$ cat src/rtl/mem_access_responder.sv
// rtl/mem_access_responder.sv - single-outstanding request/response bridge onto an Avalon-MM master
module mem_access_responder #(
    parameter int TIMEOUT_CYCLES = 1024
) (
    input  logic         clk,
    input  logic         reset,
    input  logic [127:0] mem_access_req_data,
    input  logic         mem_access_req_valid,
    output logic         mem_access_req_ready,
    output logic [127:0] mem_access_resp_data,
    output logic         mem_access_resp_valid,
    input  logic         mem_access_resp_ready,
    output logic [31:0]  avm_address,
    output logic         avm_read,
    output logic         avm_write,
    output logic [31:0]  avm_writedata,
    output logic [3:0]   avm_byteenable,
    input  logic         avm_waitrequest,
    input  logic [31:0]  avm_readdata,
    input  logic         avm_readdatavalid,
    input  logic [1:0]   avm_response,
    output logic [15:0]  stat_timeouts
);

    localparam int CW = $clog2(TIMEOUT_CYCLES + 1);
    localparam logic [CW-1:0] TMO_LAST = CW'(TIMEOUT_CYCLES - 1);

    typedef enum logic [1:0] {
        IDLE    = 2'd0,
        CMD     = 2'd1,
        WAIT_RD = 2'd2,
        RESP    = 2'd3
    } state_t;

    state_t state, next_state;

    logic          req_ready_r;
    logic          req_is_write;
    logic [7:0]    req_tag;
    logic [3:0]    req_be;
    logic [31:0]   req_addr;
    logic [31:0]   req_wdata;
    logic [31:0]   resp_rdata;
    logic          resp_err;
    logic [CW-1:0] tmo_cnt;
    logic [15:0]   tmo_stat;

    logic accept;
    logic timeout_hit;
    logic abort;

    // Fields the request format leaves undefined; reduced here only to document they are dropped.
    logic unused_req_bits;
    assign unused_req_bits = ^{mem_access_req_data[126:120], mem_access_req_data[111:100],
                               mem_access_req_data[63:32]};

    assign accept      = (state == IDLE) && req_ready_r && mem_access_req_valid;
    assign timeout_hit = (tmo_cnt == TMO_LAST);

    // Completion beats timeout: abort only when the cycle did not also finish the step.
    assign abort = timeout_hit &&
                   (((state == CMD) && avm_waitrequest) ||
                    ((state == WAIT_RD) && !avm_readdatavalid));

    always_ff @(posedge clk) begin
        if (reset) begin
            state <= IDLE;
        end else begin
            state <= next_state;
        end
    end

    always_comb begin
        next_state = state;
        case (state)
            IDLE: begin
                if (accept) begin
                    next_state = CMD;
                end
            end
            CMD: begin
                if (!avm_waitrequest) begin
                    next_state = req_is_write ? IDLE : WAIT_RD;
                end else if (timeout_hit) begin
                    next_state = req_is_write ? IDLE : RESP;
                end
            end
            WAIT_RD: begin
                if (avm_readdatavalid || timeout_hit) begin
                    next_state = RESP;
                end
            end
            RESP: begin
                if (mem_access_resp_ready) begin
                    next_state = IDLE;
                end
            end
            default: next_state = IDLE;
        endcase
    end

    always_comb begin
        avm_read              = 1'b0;
        avm_write             = 1'b0;
        mem_access_resp_valid = 1'b0;
        case (state)
            CMD: begin
                avm_read  = !req_is_write;
                avm_write = req_is_write;
            end
            RESP:    mem_access_resp_valid = 1'b1;
            default: ;
        endcase
    end

    always_ff @(posedge clk) begin
        if (reset) begin
            req_ready_r  <= 1'b0;
            req_is_write <= 1'b0;
            req_tag      <= 8'h00;
            req_be       <= 4'h0;
            req_addr     <= 32'h0;
            req_wdata    <= 32'h0;
            resp_rdata   <= 32'h0;
            resp_err     <= 1'b0;
            tmo_cnt      <= '0;
            tmo_stat     <= 16'h0;
        end else begin
            // Ready is a registered decode of the state we are about to enter.
            req_ready_r <= (next_state == IDLE);

            if (accept) begin
                req_is_write <= mem_access_req_data[127];
                req_tag      <= mem_access_req_data[119:112];
                req_be       <= mem_access_req_data[99:96];
                req_addr     <= mem_access_req_data[95:64];
                req_wdata    <= mem_access_req_data[31:0];
                tmo_cnt      <= '0;
            end else if ((state == CMD) || (state == WAIT_RD)) begin
                tmo_cnt <= tmo_cnt + 1'b1;
            end

            if ((state == WAIT_RD) && avm_readdatavalid) begin
                resp_rdata <= avm_readdata;
                resp_err   <= (avm_response != 2'b00);
            end else if (abort && !req_is_write) begin
                resp_rdata <= 32'hFFFF_FFFF;
                resp_err   <= 1'b1;
            end

            if (abort && (tmo_stat != 16'hFFFF)) begin
                tmo_stat <= tmo_stat + 16'h1;
            end
        end
    end

    assign mem_access_req_ready = req_ready_r;
    assign avm_address          = {req_addr[31:2], 2'b00};
    assign avm_writedata        = req_wdata;
    assign avm_byteenable       = req_be;
    assign stat_timeouts        = tmo_stat;
    assign mem_access_resp_data = {8'h00, req_tag, 15'h0000, resp_err, 64'h0, resp_rdata};

endmodule

$ cat config.mk
export PLATFORM = sky130hd
export DESIGN_NAME = mem_access_responder
export DESIGN_NICKNAME = d
export VERILOG_FILES = /design/src/rtl/mem_access_responder.sv
export SDC_FILE = /design/constraint.sdc
export NUM_CORES = 1
export LEC_CHECK = 0
export BUFFER_PORTS_ARGS = -buffer_cell sky130_fd_sc_hd__buf_2
export CORE_AREA = 8 8 143 145
export DETAILED_ROUTE_END_ITERATION = 10
export DIE_AREA = 0 0 151 153
export GPL_ROUTABILITY_DRIVEN = 0
export PLACE_DENSITY = 0.74
export SYNTH_ARGS = -nofsm -noshare
export SYNTH_HDL_FRONTEND = slang
export SYNTH_SLANG_ARGS = --single-unit
$ cat constraint.sdc
create_clock -name clk -period 2.7 [get_ports clk]
set_input_delay 0.27 -clock clk [delete_from_list [all_inputs] [get_ports clk]]
set_output_delay 0.27 -clock clk [all_outputs]
set_load 0.02 [all_outputs]
==> reports/summary.md <==
## Detailed routing
* 0 — remaining design rule violation count
* 4.41 — mean number of vias per cell
* 230 — Detailed Route Iter0 Violations
* 4 — drt first pass iters
* 17100 µm — routed wire length
* 14.1 µm — mean routed wirelength per cell
* 5341 — routed vias
* 0 — remaining number of nets flagged by the antenna check after routing

## Die
* 384 — total I/O pin count
* 0.0183 mm² — Core Footprint
* 151 µm — Die W
* 50 — num rows
* 0.0231 mm² — total die area
* 153 µm — Die Height
* 32.3% — initial cell density of the core

## STA
* 0 — count of pins over their slew limit
* 0 ps — summed negative setup slack over all endpoints
* 2520 ps — final period demand of the worst path
* 178 ps — PnR worst setup slack
* 80.4 ps — minimum hold slack
* 10.4 ps — final worst clock skew
* 93.4% — fraction of the cycle the final worst path needs
* 1030 ps — transition at the pin with the smallest max-transition slack
* 0 — number of setup violations in the final report
* 30.3% — worst max-slew margin expressed relative to the limit
* 397 MHz — maximum frequency from static timing analysis
* 0 — final hold violations
* no — unrepaired setup endpoints after global routing

## Setup path
* state[1] — origin of the critical flop-to-flop path
* 7 — r2r worst-path depth
* flip-flop — Setup crit end kind
* 2880 ps — data arrival time of the critical path
* 180 ps — Reg2Reg Setup Slack
* flip-flop to flip-flop — Worst Setup Path Type
* stat_timeouts[3] — worst reg2reg path endpoint
* 8 — Max FO, Critical Path
* flip-flop — category of the worst setup path launch point
* 3050 ps — required time of the worst setup path

## Global routing
* 1 — antenna violations before repair
* 26100 µm — first-pass GRT wire length
* 14.0% — Total GRT Usage
* 0 — gr ovfl total
* 5111 — number of global-route vias before repair
* 92 — maximum number of pins on one net before global-route repair

## Place
* 194 ps — worst setup timing slack at the placement stage
* 241 — number of I/O port buffers
* 12800 µm — half-perimeter wire length of the detailed placement result

## Synth
* sky130_fd_sc_hd__dfxtp_1 — most common flop cell mapped by yosys
* 0% — FFs w/ async S/R, synth
* 0 — number of enable flip-flop cells after synthesis
* sky130_fd_sc_hd__dfxtp_1 (47%), sky130_fd_sc_hd__buf_4 (12%), sky130_fd_sc_hd__nand2_1 (10%), sky130_fd_sc_hd__a21oi_1 (7.0%), sky130_fd_sc_hd__nor2_1 (5.5%) — top cells by area, synth
* 138 — register bit total from synthesis
* sky130_fd_sc_hd__nand2_1 — most common cell in the netlist
* 41 — synth unique cells
* 0 — Synth Warn #
* 46.8% — sequential fraction of the synthesis area
* sky130_fd_sc_hd__nand2_1 (163), sky130_fd_sc_hd__dfxtp_1 (138), sky130_fd_sc_hd__buf_4 (93), sky130_fd_sc_hd__nor2_1 (86), sky130_fd_sc_hd__a21oi_1 (83) — Post-synth top cells
* sky130_fd_sc_hd__dfxtp_1 — area leader, netlist
* 46.8% — area share of the leading cell type in the synthesized netlist
* 8.01 µm² — Mean Syn Cell Area
* 0.00590 mm² — cell area after synthesis
* 737 — synthesized netlist cell count

## Finish
* 29.3% — share of cells above drive strength 1
* 0.00276 mm² — area used by sequential logic in the layout
* 1878 — number of fill cells in the layout
* 41.4% — Post-Route Utilization
* 0.00262 mm² — footprint of the multi-input gates
* 1137 — number of nets at the end of the flow
* 28.1% — Area Growth Syn to Fin

## Clock tree
* 4 — CTS H-Tree Depth
* yes — TritonCTS clock tree
* 70 ps — clk slew on worst S/H paths
* 0 — Post-CTS Hold Buffers
* sky130_fd_sc_hd__clkbuf_16 — Clock Root Buffer
* 0 — Setup Fix Bufs, Post-CTS
* 2 — maximum buffer depth of the clock tree
* 420 ps — clock latency on the worst-skew pair
* 17 — number of buffers created by CTS
* 0 — PostCTS Resize Cnt
* 138 — sink count of the clock tree

## Hold path
* req_addr[12] — end point of the worst hold path
* input pin to flip-flop — Hold Path Class
* mem_access_req_data[76] — launch point of the worst hold path
* 3 — worst hold path cell count

## Pwr
* 856 mW/mm² — P per Cell Area
* 3.47 nW — Static Leak
* 0.476 mV — worst ir drop on vdd

## Run status
* complete, no violations — run status

## Job
* 0 — max-cap check violation count

## routing by layer
| metal | routed length (µm) | vias to the layer above | track usage (%) | part of all wire, % |
|---|---|---|---|---|
| met3 | 1820 | 21 | 4.93 | 11 |
| li1 | - | 2696 | - | - |
| met1 | 6760 | 2400 | 15.2 | 40 |
| met4 | 319 | 0 | 5.33 | 1.9 |
| met5 | 0 | - | 0 | 0 |
| met2 | 8170 | 224 | 24.5 | 48 |
## sequential cells by signal (all words and copies together), names as in the netlist, 2 cells and up
register        cells
avm_writedata      32
resp_rdata         32
req_addr           30
stat_timeouts      16
tmo_cnt            11
req_tag             8
avm_byteenable      4
state               2
## where the power goes
part           switching (W)  internal, W
logic                0.00121     0.000550
clock network       0.000950      0.00131
registers           0.000138      0.00232
total                0.00229      0.00417
## area by class of cell
class | count | area share [%]
clock buffers | 18 | 5.81
diodes | 1 | 0.0331
flip-flops and latches | 138 | 36.5
inverters | 6 | 0.298
clock inverters | 14 | 1.79
repair buffers | 248 | 17.0
multi-input cells | 552 | 34.6
well taps | 234 | 3.87
## layout by cell type (no fill, tap or decap), types with 3 or more instances in the layout
master and instances:
sky130_fd_sc_hd__nor2_1 86, sky130_fd_sc_hd__nand2b_1 3, sky130_fd_sc_hd__o2111ai_1 3, sky130_fd_sc_hd__xor2_1 12, sky130_fd_sc_hd__nand2_1 163, sky130_fd_sc_hd__o21ai_0 9
sky130_fd_sc_hd__inv_6 5, sky130_fd_sc_hd__nor2b_1 4, sky130_fd_sc_hd__buf_2 240, sky130_fd_sc_hd__clkinv_4 3, sky130_fd_sc_hd__nand3_1 6, sky130_fd_sc_hd__conb_1 89
sky130_fd_sc_hd__buf_4 6, sky130_fd_sc_hd__inv_1 6, sky130_fd_sc_hd__dfxtp_1 138, sky130_fd_sc_hd__ha_1 6, sky130_fd_sc_hd__clkinvlp_4 4, sky130_fd_sc_hd__or3_1 7
sky130_fd_sc_hd__a21oi_1 83, sky130_fd_sc_hd__nor3_1 34, sky130_fd_sc_hd__or4_1 4, sky130_fd_sc_hd__clkbuf_16 17, sky130_fd_sc_hd__xnor2_1 4, sky130_fd_sc_hd__nand4_1 8
sky130_fd_sc_hd__and2_1 5
## worst max path at each step
stage	endpoint	from	cells after the start
CTS	stat_timeouts[3]	state[1]	7
finish	stat_timeouts[3]	state[1]	7
detailed placement	stat_timeouts[3]	state[1]	7
global route	stat_timeouts[3]	state[0]	8
global placement	stat_timeouts[3]	state[1]	7
floorplan	stat_timeouts[14]	state[0]	7
## critical path, stage by stage (launching register included)
cell and delay, ps:
sky130_fd_sc_hd__dfxtp_1 410, sky130_fd_sc_hd__ha_1 330, sky130_fd_sc_hd__nand2b_1 150, sky130_fd_sc_hd__a2111oi_0 500, sky130_fd_sc_hd__o41ai_1 300, sky130_fd_sc_hd__buf_4 230
sky130_fd_sc_hd__or4_1 460, sky130_fd_sc_hd__nand2_1 70
## kinds of logic after synthesis
logic type                 Yosys count  synth area share, %
AOI/OAI and AO/OA                  108                 10.7
DFF                                138                 46.8
adders and majority gates            6                 1.27
other                                1               0.0635
muxes                                2                0.339
and+or+nand+nor                    331                 24.0
xor gates and xnor gates            16                 2.37
buffers and inverters              135                 14.5
## stage by stage
stage / instances / area (µm²) / power (W)
2_1_floorplan: 825 / 6230 / 0.00378
3_3_place_gp: 1178 / 6980 / 0.00424
3_5_place_dp: 1178 / 6980 / 0.00427
4_1_cts: 1210 / 7560 / 0.00657
5_1_grt: 1211 / 7560 / 0.00685
6_report: 1211 / 7560 / 0.00647
No activity file was read; power rests on OpenSTA's default activity.
